$ cat config.mk
export PLATFORM = sky130hd
export DESIGN_NAME = mux_scan_reg
export DESIGN_NICKNAME = d
export VERILOG_FILES = /design/src/rtl/mux_scan_reg.sv
export SDC_FILE = /design/constraint.sdc
export NUM_CORES = 1
export LEC_CHECK = 0
export BUFFER_PORTS_ARGS = -buffer_cell sky130_fd_sc_hd__buf_2
export CELL_PAD_IN_SITES_DETAIL_PLACEMENT = 1
export CELL_PAD_IN_SITES_GLOBAL_PLACEMENT = 1
export CORE_MARGIN = 2
export CORE_UTILIZATION = 42
export CTS_BUF_LIST = sky130_fd_sc_hd__clkbuf_8
export CTS_CLUSTER_DIAMETER = 120
export DETAILED_ROUTE_END_ITERATION = 8
export GPL_TIMING_DRIVEN = 0
export HOLD_SLACK_MARGIN = 0.12
export PLACE_DENSITY = 0.9
export SLEW_MARGIN = 20
export SYNTH_ARGS = -nofsm -noshare
export SYNTH_HDL_FRONTEND = slang
export SYNTH_SLANG_ARGS = --single-unit
$ cat constraint.sdc
create_clock -name CLK -period 5.8 [get_ports CLK]
set_input_delay 0.58 -clock CLK [delete_from_list [all_inputs] [get_ports CLK]]
set_output_delay 0.58 -clock CLK [all_outputs]
set_load 0.02 [all_outputs]
$ cat src/rtl/mux_scan_reg.sv
// Registered N:1 channel mux with manual select and masked auto-scan.
// Scan pointer dwells DWELL enabled cycles per channel, then hops to the next masked one.
module mux_scan_reg #(
    parameter int SW    = 4,
    parameter int W     = 1,
    parameter int DWELL = 1
) (
    input  logic                    CLK,
    input  logic                    RST_N,
    input  logic [(2**SW)*W-1:0]    I,
    input  logic [SW-1:0]           S,
    input  logic                    MODE,
    input  logic                    EN,
    input  logic [(2**SW)-1:0]      CH_MASK,
    output logic [W-1:0]            Y,
    output logic [SW-1:0]           Y_CH,
    output logic                    Y_VALID,
    output logic                    WRAP
);

    localparam int N = 2**SW;
    localparam logic [7:0] DLAST = 8'(DWELL - 1);

    typedef enum logic {MANUAL, SCAN} state_t;

    state_t        state_q, state_d;
    logic [W-1:0]  y_q, y_d;
    logic [SW-1:0] ch_q, ch_d;
    logic          vld_q, vld_d;
    logic          wrap_q, wrap_d;
    logic          pend_q, pend_d;
    logic [SW-1:0] p_q, p_d;
    logic [7:0]    d_q, d_d;

    logic [W-1:0]  ch_data [N];
    logic [SW-1:0] nxt;
    logic [SW-1:0] idx;
    logic          found;
    logic          nxt_wraps;

    for (genvar k = 0; k < N; k++) begin : g_split
        assign ch_data[k] = I[k*W +: W];
    end

    // Priority search over the mask rotated to start just above P.
    always_comb begin
        nxt   = p_q;
        found = 1'b0;
        idx   = '0;
        for (int k = 1; k <= N; k++) begin
            idx = p_q + SW'(k);
            if (!found && CH_MASK[idx]) begin
                found = 1'b1;
                nxt   = idx;
            end
        end
    end

    assign nxt_wraps = (nxt <= p_q);

    always_ff @(posedge CLK or negedge RST_N) begin
        if (!RST_N) begin
            state_q <= MANUAL;
            y_q     <= '0;
            ch_q    <= '0;
            vld_q   <= 1'b0;
            wrap_q  <= 1'b0;
            pend_q  <= 1'b0;
            p_q     <= '0;
            d_q     <= '0;
        end else begin
            state_q <= state_d;
            y_q     <= y_d;
            ch_q    <= ch_d;
            vld_q   <= vld_d;
            wrap_q  <= wrap_d;
            pend_q  <= pend_d;
            p_q     <= p_d;
            d_q     <= d_d;
        end
    end

    always_comb begin
        state_d = state_q;
        if (EN) begin
            state_d = MODE ? SCAN : MANUAL;
        end
    end

    always_comb begin
        y_d    = y_q;
        ch_d   = ch_q;
        vld_d  = 1'b0;
        wrap_d = 1'b0;
        pend_d = pend_q;
        p_d    = p_q;
        d_d    = d_q;
        if (EN) begin
            if (!MODE) begin
                y_d    = ch_data[S];
                ch_d   = S;
                vld_d  = 1'b1;
                pend_d = 1'b0;
                p_d    = S;
                d_d    = '0;
            end else if (state_q == MANUAL) begin
                p_d    = CH_MASK[p_q] ? p_q : nxt;
                pend_d = 1'b0;
                d_d    = '0;
            end else if (CH_MASK == '0) begin
                d_d = '0;
            end else if (!CH_MASK[p_q]) begin
                p_d    = nxt;
                pend_d = pend_q | nxt_wraps;
                d_d    = '0;
            end else begin
                // WRAP is deferred so it lines up with the wrapped channel's first sample.
                y_d    = ch_data[p_q];
                ch_d   = p_q;
                vld_d  = 1'b1;
                wrap_d = pend_q;
                pend_d = 1'b0;
                if (d_q == DLAST) begin
                    d_d    = '0;
                    p_d    = nxt;
                    pend_d = nxt_wraps;
                end else begin
                    d_d = d_q + 8'd1;
                end
            end
        end
    end

    assign Y       = y_q;
    assign Y_CH    = ch_q;
    assign Y_VALID = vld_q;
    assign WRAP    = wrap_q;

endmodule

======== Word level (Yosys, flattened, before mapping) ========
Index checks and enable logic that the tools add are counted.
storage, ports and cells
  logic and storage cells ................. 191
  bits in registers ....................... 21
  output and inout bits ................... 7
cells by class
  add/subtract/negate cells ............... 16
  reductions and logical operators ........ 35
  equality and inequality tests ........... 6
  $lt $le $gt $ge ......................... 19
  bitwise operators ....................... 3
  muxes and demuxes ....................... 104
operators with widths
  kind                   count
  $mux W4                26
  $lt A4 B5 Y1 const B   16
  $bmux W1 S4            18
  $mux W1                55
  $mux W8                5
  $add A4 B4 Y4 const B  8
  $add A4 B3 Y4 const B  4
  $logic_not A16 Y1      1
  $logic_and A1 B1 Y1    15
  $logic_not A1 Y1       15
  $ge A5 B5 Y1 const B   2
  $not A4 Y5             2
  $add A4 B2 Y4 const B  2
  $add A8 B1 Y8 const B  1
  $logic_not A8 Y1       1
  $reduce_and A4 Y1      2
  $ne A3 B3 Y1 const B   2
  $add A4 B1 Y4 const B  1
  $le A4 B4 Y1           1
  $ne A2 B1 Y1 const B   2
  $ne A4 B2 Y1 const B   1
  $ne A2 B2 Y1 const B   1
  $reduce_and A2 Y1      1
  $or A1 B1 Y1           1

======== Logic depth before layout (Yosys ltp) ========
  word-level depth ........................ 55
  mapped depth ............................ 27
  gate-level depth less buffers ........... 20

======== Worst setup path before layout ========
No wires, ideal clock.
  kind .................................... register to register
  start point ............................. register p_q[0]
  end point ............................... register pend_q
  arrival ................................. 5.658 ns
  cell stages (with the launch flop) ...... 27
  setup slack ............................. 0.070 ns
  path through ............................ dfrtp_1 buf_6 buf_8 buf_6 buf_2 inv_1 ha_1 clkbuf_1 buf_1 mux4_2 mux4_2 or3_4 or4_4 buf_6 a211oi_1 a311o_2 or3_1 nand3_2 ha_1 nor2b_1 o21ai_0 nand2b_1 a21oi_1 a41oi_1 nor2_1 a21oi_1 nor2_1
on the way
  word-level cells in the longest chain between the ends .. 55
  elaborated cells on any way between the ends .. 115
ends and longest elaborated chain
  element                                         line      RTL
  start, declared                                 32        logic [SW-1:0] p_q, p_d;
  start signal, assigned                          78        p_q <= p_d;
  $add A4 B1 Y4                                   51        idx = p_q + SW'(k);
  $bmux W1 S4                                     52        if (!found && CH_MASK[idx]) begin
  $mux W1 (implied by the code)                   52
  $mux W1                                         52
  $logic_not A1 Y1                                52
  $logic_and A1 B1 Y1                             52
  $mux W1                                         52
  $logic_not A1 Y1                                52
  [39 not listed]                                 -
  $logic_and A1 B1 Y1                             52
  $mux W4                                         52
  $le A4 B4 Y1                                    59        assign nxt_wraps = (nxt <= p_q);
  $or A1 B1 Y1 / $mux W1 (equally long branches)  114, 123
  $mux W1 *                                       112       end else if (!CH_MASK[p_q]) begin
  $mux W1 *                                       110       end else if (CH_MASK == '0) begin
  $mux W1 *                                       106       end else if (state_q == MANUAL) begin
  $mux W1 *                                       99        if (!MODE) begin
  end signal, assigned                            77        pend_q <= pend_d;
  end, declared                                   31        logic pend_q, pend_d;
Mark *: on every way between the ends. The rest lies on a longest branch, timed or not. The select of a mux whose other input is x is not followed.
A chain may end at the register's enable or synchronous reset.

======== Worst setup path in the final report ========
  start point ............................. register p_q[3]
  end point ............................... register pend_q
Same word-level chain as after synthesis.

==> run metrics <==
Hold Path Class in -> async; # fillers 1034; ys async rst share 100%; die height 97.6 um; DP Wirelength 10700 um; CP peak stage delay 630 ps; NumNets Final 527; Clock Sinks 21; largest net degree at the start of global routing 22; yosys warns 0; Final setup viols 0; Max Clock Freq 177 MHz; Die ar. 0.00953 mm2; Routed WL per cell 24.2 um; outcome completed; Most used DFF post-synth dfrtp_1; CP Class reg -> reg; Synth Register Bits 21; vias in the first global route 4052; crit-path max FO 10; Worst-Skew Late Latency 260 ps; Layout Skew 1.79 ps; DRT iter0 DRCs 342; Initial Util 42.8%; fraction of layout cells with a size suffix above 1 32.0%; wirelength, routed 14000 um; Inserted Diodes 0; CTS tree built; H-tree Lvls 1; drt drc 0; CP Capture Type flop; worst reg2reg startpoint p_q[3]; Max Buffers Root-to-Sink 2; total grt overflow 0; min Tclk post-route 5650 ps; MaxCap Viol Count 0; Seq/Total Area, Yosys 14.3%; path depth of the worst reg2reg path 21; ratio of final minimum period to clock period 97.4%; initial antenna violation count 0; largest cells by area after synthesis mux4_2 22%, dfrtp_1 14%, mux2i_1 7.3%, mux2_2 5.5%, ha_1 4.8%; Rows 34; Post-Synthesis Cell Area 0.00368 mm2; worst path cell trace buf_2, clkbuf_1, mux4_2, mux2_2, mux2i_1, nand2_2, or4_4, buf_6, nor4b_2, a311o_2, nand2b_1, nand3_2, ha_4, nor2b_2, o21ai_1, nand2b_1, a21oi_1, a41oi_1, nor2_1, a22oi_1, nor2_1; gpl congestion 0.966; Die Wd 97.6 um; worst reg2reg setup slack 150 ps; worst setup margin 152 ps; Pre-antenna DRT Iters 5; P&R area growth vs syn 16.9%; cell with the largest stage delay on the worst path mux2i_1; Post-Syn Instances 411; Crit. Startpoint p_q[3]; final hold slack 263 ps; Synth top area share 22.0%; max_slew headroom 43.1%; Tot GR Track Use 28.4%; I/O pin count 47; Arrival @ worst endpoint 5800 ps; via count 3973; remaining antenna violation count 0; Placement Setup Slack -1230 ps; number of I/O port buffers 44; post-synth net total 465; Post-synth EDFFs 0; Yosys top cell by area mux4_2; mean cell area of the mapped netlist 8.96 um2; post-DR vias/cell 6.85; Distinct cells, synth 66; setup TNS 0 ps; TritonCTS Buffers 3; core region area 0.00859 mm2; Startpoint Class flop; worst slew pin tran 829 ps; Worst-path clk slew 80 ps; Final Max Tran Viols 0; Crit path required time 5950 ps; Root Driver clkbuf_8; R2R Path End pend_q; Hold Fails Final Rpt 0; first-pass GRT wire length 22000 um
-- layout by cell type (no fill, tap or decap), types with 4 or more instances in the layout --
master / netlist / layout
buf_4: 0 / 16
mux2i_1: 27 / 24
ha_1: 14 / 12
dfrtp_1: 21 / 20
a31oi_1: 8 / 8
a21oi_1: 19 / 19
clkbuf_1: 14 / 12
and3_1: 5 / 5
nand2b_1: 6 / 6
o21ai_0: 28 / 27
nor4_1: 8 / 7
inv_1: 15 / 14
mux4_2: 36 / 36
nor3_1: 7 / 7
buf_2: 2 / 45
xor2_1: 4 / 4
nor2b_1: 6 / 5
o21ai_1: 4 / 5
nand3_1: 13 / 13
o22ai_1: 5 / 5
a211oi_1: 10 / 9
nand2_1: 39 / 38
xnor2_1: 12 / 12
nor2_1: 22 / 22
mux2_2: 18 / 18
-- layer usage --
metal	GRT usage [%]	routed length [um]	vias up
li1	-	-	1726
met4	9.08	445	0
met5	0	0	-
met3	2.59	945	46
met1	36.2	5420	1978
met2	50.9	7210	223
-- repair_timing --
item,CTS,global route
hold buffers,0,0
resized for setup,18,16
pin swaps,2,5
endpoints found under the setup margin,5,1
gates cloned,0,0
setup buffers,5,10
-- worst max-delay path: cells and delay by family (launching register included) --
family / cells / cell delay [ps]
AOI/OAI and AO/OA: 5 / 710
adders and majority gates: 1 / 310
buffers and inverters: 3 / 990
DFF: 1 / 480
muxes: 3 / 1340
and+or+nand+nor: 9 / 1680
-- synthesized netlist by cell type, types with 3 or more instances --
cell type,n
ha_1,14
buf_6,3
mux2_2,18
o21ai_0,28
or3_1,3
and3_1,5
and2_1,3
dfrtp_1,21
o22ai_1,5
nor4_1,8
a211o_1,3
xnor2_1,12
a21oi_1,19
mux4_2,36
o21ai_1,4
o211ai_1,3
buf_1,4
nor2b_1,6
inv_1,15
a31oi_1,8
clkbuf_1,14
a211oi_1,10
nand2_1,39
or2_2,3
xor2_1,4
inv_2,3
nor3_1,7
nand3_1,13
nand2b_1,6
a22o_1,3
mux2i_1,27
nor2_1,22
-- logic make-up after synthesis --
family                     synth area share (%)
xor gates and xnor gates                   3.81
DFF                                        14.3
and+or+nand+nor                            18.0
buffers and inverters                      5.37
muxes                                      34.9
AOI/OAI and AO/OA                          18.9
adders and majority gates                  4.76
-- cell type report --
| cell class | instances | area (um2) | share of cell area (%) |
|---|---|---|---|
| multi-input combinational | 347 | 3030 | 70.5 |
| sequential | 21 | 527 | 12.2 |
| clock buffer | 3 | 41.3 | 0.960 |
| tap | 108 | 135 | 3.14 |
| buffer | 22 | 153 | 3.55 |
| clock inverter | 1 | 5.00 | 0.116 |
| inverter | 19 | 76.3 | 1.77 |
| timing repair buffer | 59 | 333 | 7.73 |
-- registers in the layout, indices dropped and copies added (netlist names) --
signal   cells
state_q      1
Y_CH         4
Y_VALID      1
Y            1
d_q          8
p_q          4
pend_q       1
WRAP         1
-- per-stage QoR --
stage               cell area [um2]  util [%]  cells
finish                         4300      50.1    580
floorplan                      3680         -    411
global placement               4040      47.0    563
global route                   4300      50.1    580
CTS                            4190      48.7    571
detailed placement             4040      47.0    563
-- worst max path at each step --
stage / slack [ps] / end / cells after the start
floorplan: 70 / pend_q / 26
global placement: -890 / pend_q / 27
detailed placement: -1230 / pend_q / 27
CTS: 7 / pend_q / 24
global route: -10 / pend_q / 23
finish: 150 / pend_q / 21
Power is not shown: default switching activity piles up to over one toggle a cycle in this logic, so the estimate is an artifact.
